### src/rtl/exec_ctrl.sv
// Multi-cycle issue/execute controller: decodes one MIPS-style instruction at a time,
// sequences the external ALU through DECODE/EXEC/WB and retires into a 32x32 register file.
module exec_ctrl (
    input  logic        clk,
    input  logic        rst,
    input  logic        instr_valid,
    output logic        instr_ready,
    input  logic [31:0] instr,
    output logic [31:0] alu_a,
    output logic [31:0] alu_b,
    output logic [3:0]  alu_ctrl,
    input  logic [31:0] alu_out,
    input  logic        alu_ovfl,
    input  logic        alu_zero,
    output logic        done,
    output logic        illegal,
    output logic        ovfl,
    output logic        wb_en,
    output logic [4:0]  wb_reg,
    output logic [31:0] wb_data,
    output logic        zero_flag,
    input  logic        dbg_we,
    input  logic [4:0]  dbg_addr,
    input  logic [31:0] dbg_wdata,
    output logic [31:0] dbg_rdata
);

    localparam logic [3:0] CTRL_AND  = 4'b0000;
    localparam logic [3:0] CTRL_OR   = 4'b0001;
    localparam logic [3:0] CTRL_ADD  = 4'b0010;
    localparam logic [3:0] CTRL_SUB  = 4'b0110;
    localparam logic [3:0] CTRL_SLT  = 4'b0111;
    localparam logic [3:0] CTRL_NOR  = 4'b1100;
    localparam logic [3:0] CTRL_NAND = 4'b1101;

    localparam logic [5:0] OP_RTYPE = 6'h00;
    localparam logic [5:0] OP_ADDI  = 6'h08;
    localparam logic [5:0] OP_SLTI  = 6'h0A;

    localparam logic [5:0] FN_ADD  = 6'h20;
    localparam logic [5:0] FN_SUB  = 6'h22;
    localparam logic [5:0] FN_AND  = 6'h24;
    localparam logic [5:0] FN_OR   = 6'h25;
    localparam logic [5:0] FN_NOR  = 6'h27;
    localparam logic [5:0] FN_NAND = 6'h28;
    localparam logic [5:0] FN_SLT  = 6'h2A;

    typedef enum logic [1:0] {
        IDLE,
        DECODE,
        EXEC,
        WB
    } state_t;

    state_t state;
    state_t state_next;

    logic [31:0] regs [32];

    logic [31:0] instr_q;
    logic [4:0]  dest_q;
    logic        legal_q;
    logic [31:0] result_q;
    logic        ovfl_q;
    logic        zero_q;

    logic [5:0]  op;
    logic [5:0]  funct;
    logic [4:0]  rs;
    logic [4:0]  rt;
    logic [4:0]  rd;
    logic [31:0] imm_sext;
    logic [31:0] rs_val;
    logic [31:0] rt_val;

    logic [3:0]  dec_ctrl;
    logic        dec_legal;
    logic        dec_itype;
    logic [4:0]  dec_dest;

    logic        accept;
    logic        ovfl_hit;
    logic        commit;

    assign op       = instr_q[31:26];
    assign rs       = instr_q[25:21];
    assign rt       = instr_q[20:16];
    assign rd       = instr_q[15:11];
    assign funct    = instr_q[5:0];
    assign imm_sext = {{16{instr_q[15]}}, instr_q[15:0]};

    // Register 0 is forced to read zero even though writes to it are also blocked.
    assign rs_val    = (rs == 5'd0) ? 32'd0 : regs[rs];
    assign rt_val    = (rt == 5'd0) ? 32'd0 : regs[rt];
    assign dbg_rdata = (dbg_addr == 5'd0) ? 32'd0 : regs[dbg_addr];

    assign instr_ready = (state == IDLE) && !rst;
    assign accept      = instr_valid && instr_ready;
    assign dec_dest    = dec_itype ? rt : rd;

    // Overflow only matters for add/sub encodings; the ALU flag is noise otherwise.
    assign ovfl_hit = legal_q && ovfl_q && ((alu_ctrl == CTRL_ADD) || (alu_ctrl == CTRL_SUB));
    assign commit   = legal_q && !ovfl_hit && (dest_q != 5'd0);

    always_ff @(posedge clk) begin
        if (rst) begin
            state <= IDLE;
        end else begin
            state <= state_next;
        end
    end

    always_comb begin
        state_next = state;
        case (state)
            IDLE:    if (accept) state_next = DECODE;
            DECODE:  state_next = EXEC;
            EXEC:    state_next = WB;
            WB:      state_next = IDLE;
            default: state_next = IDLE;
        endcase
    end

    always_comb begin
        dec_ctrl  = CTRL_AND;
        dec_legal = 1'b0;
        dec_itype = 1'b0;
        case (op)
            OP_RTYPE: begin
                dec_legal = 1'b1;
                case (funct)
                    FN_ADD:  dec_ctrl = CTRL_ADD;
                    FN_SUB:  dec_ctrl = CTRL_SUB;
                    FN_AND:  dec_ctrl = CTRL_AND;
                    FN_OR:   dec_ctrl = CTRL_OR;
                    FN_NOR:  dec_ctrl = CTRL_NOR;
                    FN_NAND: dec_ctrl = CTRL_NAND;
                    FN_SLT:  dec_ctrl = CTRL_SLT;
                    default: dec_legal = 1'b0;
                endcase
            end
            OP_ADDI: begin
                dec_ctrl  = CTRL_ADD;
                dec_legal = 1'b1;
                dec_itype = 1'b1;
            end
            OP_SLTI: begin
                dec_ctrl  = CTRL_SLT;
                dec_legal = 1'b1;
                dec_itype = 1'b1;
            end
            default: begin
                dec_ctrl  = CTRL_AND;
                dec_legal = 1'b0;
            end
        endcase
    end

    always_ff @(posedge clk) begin
        if (rst) begin
            for (int i = 0; i < 32; i++) begin
                regs[i] <= 32'd0;
            end
            instr_q   <= 32'd0;
            dest_q    <= 5'd0;
            legal_q   <= 1'b0;
            result_q  <= 32'd0;
            ovfl_q    <= 1'b0;
            zero_q    <= 1'b0;
            alu_a     <= 32'd0;
            alu_b     <= 32'd0;
            alu_ctrl  <= CTRL_AND;
            done      <= 1'b0;
            illegal   <= 1'b0;
            ovfl      <= 1'b0;
            wb_en     <= 1'b0;
            wb_reg    <= 5'd0;
            wb_data   <= 32'd0;
            zero_flag <= 1'b0;
        end else begin
            done    <= 1'b0;
            illegal <= 1'b0;
            ovfl    <= 1'b0;
            wb_en   <= 1'b0;
            case (state)
                IDLE: begin
                    if (accept) begin
                        instr_q <= instr;
                    end
                    // Debug writes land before DECODE reads, so a same-edge accept sees them.
                    if (dbg_we && (dbg_addr != 5'd0)) begin
                        regs[dbg_addr] <= dbg_wdata;
                    end
                end
                DECODE: begin
                    alu_a    <= rs_val;
                    alu_b    <= dec_itype ? imm_sext : rt_val;
                    alu_ctrl <= dec_ctrl;
                    dest_q   <= dec_dest;
                    legal_q  <= dec_legal;
                end
                EXEC: begin
                    result_q <= alu_out;
                    ovfl_q   <= alu_ovfl;
                    zero_q   <= alu_zero;
                end
                WB: begin
                    if (commit) begin
                        regs[dest_q] <= result_q;
                    end
                    done      <= 1'b1;
                    illegal   <= !legal_q;
                    ovfl      <= ovfl_hit;
                    wb_en     <= commit;
                    wb_reg    <= dest_q;
                    wb_data   <= result_q;
                    zero_flag <= zero_q;
                end
                default: begin
                    done <= 1'b0;
                end
            endcase
        end
    end

endmodule

### config.mk
export PLATFORM = sky130hd
export DESIGN_NAME = exec_ctrl
export DESIGN_NICKNAME = d
export VERILOG_FILES = /design/src/rtl/exec_ctrl.sv
export SDC_FILE = /design/constraint.sdc
export NUM_CORES = 2
export LEC_CHECK = 0
export BUFFER_PORTS_ARGS = -buffer_cell sky130_fd_sc_hd__buf_2
export CAP_MARGIN = 20
export CELL_PAD_IN_SITES_DETAIL_PLACEMENT = 1
export CELL_PAD_IN_SITES_GLOBAL_PLACEMENT = 1
export CORE_ASPECT_RATIO = 1.5
export CORE_MARGIN = 5
export CORE_UTILIZATION = 25
export DETAILED_ROUTE_END_ITERATION = 16
export GPL_TIMING_DRIVEN = 0
export PLACE_DENSITY_LB_ADDON = 0.05
export SLEW_MARGIN = 20
export SYNTH_ARGS = -nofsm -noshare
export SYNTH_HDL_FRONTEND = slang
export SYNTH_SLANG_ARGS = --single-unit
### constraint.sdc
create_clock -name clk -period 12.26 [get_ports clk]
set_clock_uncertainty 0.15 [all_clocks]
set_input_delay 1.839 -clock clk [delete_from_list [all_inputs] [get_ports clk]]
set_output_delay 1.839 -clock clk [all_outputs]
set_load 0.005 [all_outputs]
==> impl_metrics.json <==
{
  "clkTransAtPathRegs_ns": 0.06,
  "io_pins": 250,
  "clock_path_buffers": 4,
  "netlist_area_mm2": 0.0682,
  "critical_path_class": "in2out",
  "routedWlPerCell_um": 52.9,
  "synth_ff_type": "edfxtp_1",
  "vias": 55900,
  "cts_resized": 0,
  "net-switching-power_mw": 5.36,
  "finalCriticalPeriod_ns": 8.08,
  "via_per_inst": 6.19,
  "hold_viol": 0,
  "crit_path_end_kind": "output port",
  "rows": 235,
  "start_kind": "primary input",
  "endpoint": "dbg_rdata[31]",
  "syn_inst": 4790,
  "cp_num_cells": 8,
  "clk_latency_ns": 0.85,
  "arrival_ns": 6.09,
  "grt_pass1_wl_mm": 602,
  "cts_setup_buffers": 0,
  "async_reset_ff_share_pct": 0,
  "synth_seq_cells": 1218,
  "finalCritPeriodShare_pct": 65.9,
  "fin_cells": 9033,
  "postRouteAntennaNets": 0,
  "dp_hpwl_mm": 376,
  "hp-class": "reg2reg",
  "grt-ovfl-total": 0,
  "worst-path-buf-inv": 5,
  "cts_max_level": 4,
  "die_w_um": 436,
  "swShare_pct": 38.2,
  "yosys_warnings": 0,
  "track_usage_pct": 32.6,
  "dr.pass1.iters": 5,
  "r2r_setup_slack_ns": 5.88,
  "finalMaxSlewViolations": 0,
  "slew_headroom_pct": 12.1,
  "drt_iter0_drc": 7500,
  "dp.cells": 8735,
  "cp_data_required_time_ns": 10.27,
  "path_cells": "clkbuf_1, clkbuf_1, buf_2, mux4_2, mux4_2, inv_1, o21ai_1, buf_2",
  "finalSetupViolCount": 0,
  "pwr-share-seq_pct": 35.8,
  "root_buffer": "clkbuf_16",
  "yosysSeqAreaShare_pct": 50.8,
  "fin_setup_tns_ns": 0,
  "max_cap_viol_count": 0,
  "p_clk_share_pct": 32.5,
  "grt_setup_unrepaired": "no",
  "cp-startpoint": "dbg_addr[0]",
  "top_register": "regs",
  "tightest_slew_ns": 1.32,
  "synth.distinct_cells": 59,
  "p_leak_nw": 26.5,
  "port_buffers": 245,
  "p_int_mw": 8.67,
  "grt_start_max_net_pins": 33,
  "cts.sinks": 1218,
  "ctsHoldBuffers": 0,
  "grt_pass1_vias": 55200,
  "cts_tree": "built",
  "initial_core_util_pct": 25.0,
  "nets": 5447,
  "fmax_mhz": 124,
  "outcome": "finished clean",
  "critPathSlowestCell": "clkbuf_1",
  "dieHeight_um": 650,
  "pwr-share-comb_pct": 31.6,
  "wirelength_mm": 478,
  "cts_buffers": 153,
  "drc": 0,
  "r2r-end": "alu_b[12]$_SDFFE_PP0N_",
  "place_congestion": 0.968,
  "antenna_found_initial": 62,
  "drive_gt1_share_pct": 33.9,
  "core_area_mm2": 0.272,
  "area_growth_pct": 19.9,
  "slowest_delay_ns": 0.86,
  "r2r_cells": 9,
  "peakVddDrop_mv": 0.103,
  "synth-edff-count": 1024,
  "postSynthAreaPerCell_um2": 14.2,
  "largest_reg_flops": 1024,
  "crit_fanout": 10,
  "die_area_mm2": 0.284,
  "cpLargestDelayFamily": "buffers and inverters",
  "powerDensity_mw_per_mm2": 171
}
-- kinds of logic (layout without fill, tap and decap cells) --
kind of cell | Yosys count | count (layout) | synth area share (%)
mux | 1057 | 1057 | 30.3
buf+inv | 660 | 1285 | 4.02
compound gates | 437 | 437 | 4.54
fa+ha+maj | 5 | 5 | 0.0917
simple gates | 1412 | 1412 | 10.3
other cells | 1 | 64 | 0.00550
flops | 1218 | 1218 | 50.8
-- power by group through the flow --
stage	Sequential, mW	Combinational [mW]	Clock (mW)
detailed placement	5.10	4.34	0
global route	5.05	4.44	4.75
floorplan	4.96	1.97	0
finish	5.03	4.44	4.56
CTS	5.02	4.36	4.62
global placement	5.11	4.15	0
-- Yosys cell counts (36+ instances only) --
cell | number | area (µm²)
buf_1 | 69 | 259
dfxtp_1 | 194 | 3880
nand2_1 | 101 | 379
edfxtp_1 | 1024 | 30700
nor3_1 | 1047 | 5240
buf_2 | 197 | 986
mux2i_1 | 218 | 2180
a211oi_1 | 63 | 473
a22o_1 | 50 | 438
mux4_2 | 803 | 18100
mux2_2 | 36 | 405
clkbuf_1 | 367 | 1380
nor2_1 | 126 | 473
o22ai_1 | 182 | 1140
-- metrics by stage --
step                util (%)  area (µm²)  hold slack, ns  power, mW  setup WS [ns]
global placement        27.2       74000           0.311       9.26           1.64
CTS                     30.0       81700           0.335       14.0           4.15
finish                  30.0       81800           0.330       14.0           4.18
global route            30.0       81800           0.345       14.2           4.31
floorplan                  -       68300           0.277       6.93           6.16
detailed placement      28.3       77100           0.317       9.44           4.16
-- worst reg2reg max path, stage by stage, from the launching register on --
cell	delay [ns]
dfxtp_1	0.57
buf_2	0.61
buf_2	0.89
buf_2	0.89
buf_2	0.89
buf_2	0.76
mux4_2	0.44
a22oi_1	0.19
nand3_1	0.54
o2bb2ai_1	0.31
-- how the worst min path moves through the flow --
stage                            from                endpoint  slack (ns)  depth (start not counted)
2_1_floorplan    legal_q$_SDFFE_PP0N_      illegal$_SDFF_PP0_        0.28                          1
6_report       alu_b[27]$_SDFFE_PP0N_  alu_b[27]$_SDFFE_PP0N_        0.33                          2
4_1_cts           ovfl_q$_SDFFE_PP0P_         ovfl$_SDFF_PP0_        0.34                          2
5_1_grt        alu_a[16]$_SDFFE_PP0N_  alu_a[16]$_SDFFE_PP0N_        0.35                          1
3_3_place_gp     legal_q$_SDFFE_PP0N_      illegal$_SDFF_PP0_        0.31                          1
3_5_place_dp     legal_q$_SDFFE_PP0N_      illegal$_SDFF_PP0_        0.32                          1
-- layer usage --
metal | up-vias | part of all wire, % | track usage [%]
li1 | 20800 | - | -
met1 | 30900 | 38 | 40.2
met2 | 3392 | 47 | 53.1
met3 | 815 | 7.8 | 7.06
met4 | 12 | 7.0 | 18.5
met5 | - | 0.015 | 0
-- cell type report --
type,count,area [µm²]
plain buffers,636,2870
well taps,3555,4450
clock inverters,44,353
multi-input cells,2943,31400
diodes,32,80.1
inverters,24,90.1
repair buffers,359,3620
flip-flops and latches,1218,34600
clock buffers,222,4280
fillers,28800,190000
-- placed cells by master, fill, tap and decap left out, types with 16 or more instances in the layout --
cell,count
mux2i_1,211
buf_4,16
nand3b_1,34
clkbuf_16,157
clkinv_2,19
clkbuf_1,291
a211oi_1,56
buf_2,486
conb_1,32
diode_2,32
buf_16,42
clkbuf_2,130
a22o_1,50
nand2_1,101
mux4_2,803
a21oi_1,32
mux2_2,36
buf_1,23
nand3_1,20
nor4_1,20
nor2_1,125
nor3_1,1044
a22oi_1,17
edfxtp_1,1024
buf_12,54
inv_1,24
o22ai_1,180
dfxtp_1,194
Power figures use the tool's default switching activity.
